$ cat src/rtl/hazard_stall_ctrl_if.sv
// Bundle of hazard-detection inputs and stall/MD-sequencer outputs shared
// between the pipeline datapath (master) and the stall controller (slave).
interface hazard_stall_ctrl_if #(
   parameter int CNT_W = 4
);
   logic [4:0]       D_rs;
   logic [4:0]       D_rt;
   logic [1:0]       D_rs_tuse;
   logic [1:0]       D_rt_tuse;
   logic             D_is_md;
   logic [4:0]       E_wa;
   logic [1:0]       E_tnew;
   logic [4:0]       M_wa;
   logic [1:0]       M_tnew;
   logic             E_md_start;
   logic             E_md_div;
   logic             F_pause;
   logic             D_pause;
   logic             E_flush;
   logic             md_busy;
   logic [CNT_W-1:0] md_cnt;
   logic             md_err;

   modport master (
      output D_rs, D_rt, D_rs_tuse, D_rt_tuse, D_is_md,
      output E_wa, E_tnew, M_wa, M_tnew, E_md_start, E_md_div,
      input  F_pause, D_pause, E_flush, md_busy, md_cnt, md_err
   );

   modport slave (
      input  D_rs, D_rt, D_rs_tuse, D_rt_tuse, D_is_md,
      input  E_wa, E_tnew, M_wa, M_tnew, E_md_start, E_md_div,
      output F_pause, D_pause, E_flush, md_busy, md_cnt, md_err
   );
endinterface

$ cat src/rtl/hazard_stall_ctrl.sv
// Pipeline stall/bubble controller: Tuse/Tnew RAW hazard detection plus the
// multiply/divide busy sequencer that holds HI/LO instructions in D.
module hazard_stall_ctrl #(
   parameter int MULT_CYC = 5,
   parameter int DIV_CYC  = 10,
   parameter int CNT_W    = 4
) (
   input logic clk,
   input logic reset,
   hazard_stall_ctrl_if.slave hz
);

   typedef enum logic {
      IDLE = 1'b0,
      BUSY = 1'b1
   } mdState_t;

   localparam logic [CNT_W-1:0] MULT_LOAD = CNT_W'(MULT_CYC);
   localparam logic [CNT_W-1:0] DIV_LOAD  = CNT_W'(DIV_CYC);
   localparam logic [CNT_W-1:0] CNT_ONE   = CNT_W'(1);

   mdState_t         r_state;
   logic [CNT_W-1:0] r_cnt;
   logic             r_err;

   logic w_stallRs;
   logic w_stallRt;
   logic w_stallMd;
   logic w_stall;

   // A producer stalls D only when its result arrives later than D needs it.
   assign w_stallRs = (hz.D_rs != 5'd0) &&
                      (((hz.D_rs == hz.E_wa) && (hz.E_tnew > hz.D_rs_tuse)) ||
                       ((hz.D_rs == hz.M_wa) && (hz.M_tnew > hz.D_rs_tuse)));
   assign w_stallRt = (hz.D_rt != 5'd0) &&
                      (((hz.D_rt == hz.E_wa) && (hz.E_tnew > hz.D_rt_tuse)) ||
                       ((hz.D_rt == hz.M_wa) && (hz.M_tnew > hz.D_rt_tuse)));
   assign w_stallMd = hz.D_is_md && ((r_state == BUSY) || hz.E_md_start);
   assign w_stall   = reset && (w_stallRs || w_stallRt || w_stallMd);

   assign hz.F_pause = w_stall;
   assign hz.D_pause = w_stall;
   assign hz.E_flush = w_stall;
   assign hz.md_busy = (r_state == BUSY);
   assign hz.md_cnt  = r_cnt;
   assign hz.md_err  = r_err;

   // Starts seen while busy, including on the expiring cycle, are dropped and flagged.
   always_ff @(posedge clk) begin
      if (!reset) begin
         r_state <= IDLE;
         r_cnt   <= '0;
         r_err   <= 1'b0;
      end else begin
         case (r_state)
            IDLE: begin
               if (hz.E_md_start) begin
                  r_state <= BUSY;
                  r_cnt   <= hz.E_md_div ? DIV_LOAD : MULT_LOAD;
               end else begin
                  r_cnt   <= '0;
               end
            end
            BUSY: begin
               if (hz.E_md_start) begin
                  r_err <= 1'b1;
               end
               if (r_cnt <= CNT_ONE) begin
                  r_state <= IDLE;
                  r_cnt   <= '0;
               end else begin
                  r_cnt   <= r_cnt - CNT_ONE;
               end
            end
            default: begin
               r_state <= IDLE;
               r_cnt   <= '0;
            end
         endcase
      end
   end

endmodule

$ cat src/flat_wrapper.sv
// flat-port wrapper written by rule: the top's interface ports become plain ports
module hazard_stall_ctrl_flat 
#(
   parameter int MULT_CYC = 5,
   parameter int DIV_CYC  = 10,
   parameter int CNT_W    = 4
)
  (clk, reset, hz_D_rs, hz_D_rt, hz_D_rs_tuse, hz_D_rt_tuse, hz_D_is_md, hz_E_wa, hz_E_tnew, hz_M_wa, hz_M_tnew, hz_E_md_start, hz_E_md_div, hz_F_pause, hz_D_pause, hz_E_flush, hz_md_busy, hz_md_cnt, hz_md_err);
  hazard_stall_ctrl_if #(.CNT_W(CNT_W)) hz_i ();
  input logic clk;
  input logic reset;
  input wire logic [$bits(hz_i.D_rs)-1:0] hz_D_rs;
  input wire logic [$bits(hz_i.D_rt)-1:0] hz_D_rt;
  input wire logic [$bits(hz_i.D_rs_tuse)-1:0] hz_D_rs_tuse;
  input wire logic [$bits(hz_i.D_rt_tuse)-1:0] hz_D_rt_tuse;
  input wire logic [$bits(hz_i.D_is_md)-1:0] hz_D_is_md;
  input wire logic [$bits(hz_i.E_wa)-1:0] hz_E_wa;
  input wire logic [$bits(hz_i.E_tnew)-1:0] hz_E_tnew;
  input wire logic [$bits(hz_i.M_wa)-1:0] hz_M_wa;
  input wire logic [$bits(hz_i.M_tnew)-1:0] hz_M_tnew;
  input wire logic [$bits(hz_i.E_md_start)-1:0] hz_E_md_start;
  input wire logic [$bits(hz_i.E_md_div)-1:0] hz_E_md_div;
  output wire logic [$bits(hz_i.F_pause)-1:0] hz_F_pause;
  output wire logic [$bits(hz_i.D_pause)-1:0] hz_D_pause;
  output wire logic [$bits(hz_i.E_flush)-1:0] hz_E_flush;
  output wire logic [$bits(hz_i.md_busy)-1:0] hz_md_busy;
  output wire logic [$bits(hz_i.md_cnt)-1:0] hz_md_cnt;
  output wire logic [$bits(hz_i.md_err)-1:0] hz_md_err;
  assign hz_i.D_rs = hz_D_rs;
  assign hz_i.D_rt = hz_D_rt;
  assign hz_i.D_rs_tuse = hz_D_rs_tuse;
  assign hz_i.D_rt_tuse = hz_D_rt_tuse;
  assign hz_i.D_is_md = hz_D_is_md;
  assign hz_i.E_wa = hz_E_wa;
  assign hz_i.E_tnew = hz_E_tnew;
  assign hz_i.M_wa = hz_M_wa;
  assign hz_i.M_tnew = hz_M_tnew;
  assign hz_i.E_md_start = hz_E_md_start;
  assign hz_i.E_md_div = hz_E_md_div;
  assign hz_F_pause = hz_i.F_pause;
  assign hz_D_pause = hz_i.D_pause;
  assign hz_E_flush = hz_i.E_flush;
  assign hz_md_busy = hz_i.md_busy;
  assign hz_md_cnt = hz_i.md_cnt;
  assign hz_md_err = hz_i.md_err;
  hazard_stall_ctrl #(.MULT_CYC(MULT_CYC), .DIV_CYC(DIV_CYC), .CNT_W(CNT_W)) u_core (.clk(clk), .reset(reset), .hz(hz_i));
endmodule
$ cat config.mk
export PLATFORM = sky130hd
export DESIGN_NAME = hazard_stall_ctrl_flat
export DESIGN_NICKNAME = d
export VERILOG_FILES = /design/src/rtl/hazard_stall_ctrl_if.sv /design/src/rtl/hazard_stall_ctrl.sv /design/src/flat_wrapper.sv
export SDC_FILE = /design/constraint.sdc
export NUM_CORES = 1
export LEC_CHECK = 0
export ABC_AREA = 1
export CAP_MARGIN = 0
export CORE_MARGIN = 3
export CORE_UTILIZATION = 44
export CTS_CLUSTER_SIZE = 10
export DETAILED_ROUTE_END_ITERATION = 8
export PLACE_DENSITY = 0.86
export SLEW_MARGIN = 5
export SYNTH_ARGS = -nofsm -noshare
export SYNTH_HDL_FRONTEND = slang
export SYNTH_SLANG_ARGS = --single-unit
export TNS_END_PERCENT = 1
$ cat constraint.sdc
create_clock -name clk -period 4.2 [get_ports clk]
set_input_delay 0.63 -clock clk [delete_from_list [all_inputs] [get_ports clk]]
set_output_delay 0.63 -clock clk [all_outputs]
set_load 0.05 [all_outputs]
==> metrics <==
height of the die=50.6 um; FF+latch count, synth=6; Port Buffer Count=41; post-cts resize count=0; pwr/cell area=197 nW/um^2; syn nets=202; ranking of synthesized cells by area=nand2_1 23%, ha_1 14%, dfxtp_1 14%; CP max FO=3; Seq/Total Area, Yosys=0.137; syn_area_per_cell=5.50 um^2; largest net degree at the start of global routing=7; fmax=282 MHz; Int Pwr=0.159 mW; CTS tree=built; Layout area overhead=51.4%; WL met1=1080 um; Buf+Inv Stages, Crit Path=5; first-pass GRT wire length=4110 um; Slew Limit Fails=0; Distinct cells, synth=21; n_diodes=0; DRC viols=0; most common cell after layout, fill and taps aside=nand2_1; vias in the first global route=998; Worst setup EP type=output pin; Post-Syn Instances=159; DRT Pass-1 Iters=4; initial antenna violation count=0; Worst-path clk slew=0.04 ns; Rows=15; Net Switching=0.102 mW; Comb pwr share=0.539; post-synth top area share=0.232; Static Leak=0.704 nW; Slew HR=0.663; Warnings, synthesis=0; # Post-CTS Setup Buffers=0; via count=1038; 1st-iter DRT viols=19; fillcell total=164; Final Hold Viols=0; CP Launch Type=input port; total CTS buffers=3; worst vdd ir=207 uV; H-tree depth=1; hpwl dp=2150 um; Root Driver=clkbuf_4; post-synth top area cell=nand2_1; met3 routed WL=153 um; # setup viols final=0; TNS Setup=0 ns; area of the multi-input gates=608 um^2; CP Cell Sequence=clkdlybuf4s50_1 -> inv_1 -> ha_1 -> nand2_1 -> inv_1 -> nor2_1 -> nand2_1 -> nor2_2 -> nand2_1 -> nand2_1 -> nand2_1 -> nand3_1 -> nand2_1 -> inv_1 -> clkdlybuf4s50_1; drt total wl=2420 um; Worst Hold Class=flip-flop to flip-flop; most frequent cells in the layout=54 x nand2_1, 41 x clkdlybuf4s50_1, 28 x inv_1; Reg area=120 um^2; Least-Margin Pin Slew=0.505 ns; hold path startpoint=u_core.hz.md_err; Max Used Layer=met3; kind of critical path=input port to output pin; total congestion overflow=0; Primary FF master, synth=dfxtp_1; crit path from=hz_D_rt_tuse[1]; Post-synth EDFFs=0; initial core utilization=0.485; switch share=0.391; clock group share of total power=0.209; Post-synth ARST share=0; Die Area=2560 um^2; status=completed; Mapped Area=875 um^2; CP max stage cell=clkdlybuf4s50_1; Post-CTS Hold Buffers=0; Total GRT Usage=0.204; Die Wd=50.6 um; RSZ-0062 raised after global routing=no; Final Cycle Share=0.845; cell family with the largest share of critical-path delay=buffers and inverters; Reg-to-Reg Start=u_core.hz.md_cnt[0]; layout cells sized above 1=0.0647; TritonCTS Sinks=6; GPL Wtd Cong=0.929; Reg power frac=0.252; final antenna-violating net count=0; nets@finish=246; crit-path max cell delay=0.80 ns; cell mode on critical path=nand2_1; CP Data Arrival Time=2.92 ns; worst skew pair latency=0.25 ns; vias per cell=4.59; Max-Cap Viols=0; wire length per cell=10.7 um; Critical Path RT=3.57 ns; met2 wire len=1190 um; Power Total=0.261 mW; Ports=42; worst clock skew=0.00972 ns; clock buffer depth=2; core area=1800 um^2; fin crit period=3.55 ns
final timing paths:
path	cells after the start	slack, ns	endpoint
max	15	0.65	hz_E_flush
min	2	0.47	u_core.hz.md_err
max reg2reg	6	2.83	u_core.hz.md_cnt[1]
min reg2reg	2	0.47	u_core.hz.md_err
per-layer routing:
metal,up-vias,track usage
met2,30,0.370
li1,566,-
met5,-,0
met1,442,0.247
met4,0,0.0135
met3,0,0.0593
final cells by class:
| class | count | area share |
|---|---|---|
| multi-input combinational | 116 | 0.459 |
| timing repair buffer | 41 | 0.310 |
| inverter | 35 | 0.0992 |
| sequential | 6 | 0.0907 |
| tap | 25 | 0.0236 |
| clock buffer | 3 | 0.0170 |
cells by family after synthesis:
group / count (synthesis) / share of synthesized area
adder cells (fa/ha/maj): 10 / 0.143
XOR/XNOR: 6 / 0.0601
buffers and inverters: 37 / 0.167
AO/OA/AOI/OAI: 14 / 0.0830
AND/OR/NAND/NOR: 86 / 0.409
flip-flops: 6 / 0.137
power groups by stage:
stage | Combinational [mW] | Sequential, mW | Clock [mW]
2_1_floorplan | 0.0664 | 0.0804 | 0
3_3_place_gp | 0.137 | 0.0665 | 0
4_1_cts | 0.141 | 0.0658 | 0.0563
5_1_grt | 0.156 | 0.0662 | 0.0618
3_5_place_dp | 0.140 | 0.0669 | 0
6_report | 0.140 | 0.0658 | 0.0545
flip-flops by register name, indices dropped and copies added, names as in the netlist:
name               count
u_core.hz.md_busy      1
u_core.hz.md_cnt       4
u_core.hz.md_err       1
worst reg2reg max path: cells and delay by family (launching register included):
family,cells,cell delay (ns)
and+or+nand+nor,2,0.34
adders and majority gates,1,0.22
DFF,1,0.40
buffers and inverters,1,0.09
AOI/OAI and AO/OA,2,0.25
synthesized netlist by cell type (2+ instances only):
master,n
nand2_1,54
inv_1,28
nor2_1,15
ha_1,10
nand3_1,10
a21oi_1,9
dfxtp_1,6
inv_2,6
xor2_1,4
o21ai_0,3
buf_4,2
nor3_1,2
xnor2_1,2
metrics by stage:
step / instance area [um^2] / util / hold WS [ns] / setup slack, ns / std cells
floorplan: 875 / - / 0.726 / 1.48 / 159
global placement: 1300 / 0.722 / 0.452 / 0.718 / 223
detailed placement: 1300 / 0.722 / 0.460 / 0.627 / 223
CTS: 1320 / 0.735 / 0.469 / 0.626 / 226
global route: 1320 / 0.735 / 0.531 / 0.479 / 226
finish: 1320 / 0.735 / 0.465 / 0.651 / 226
No activity file was read; power rests on OpenSTA's default activity.
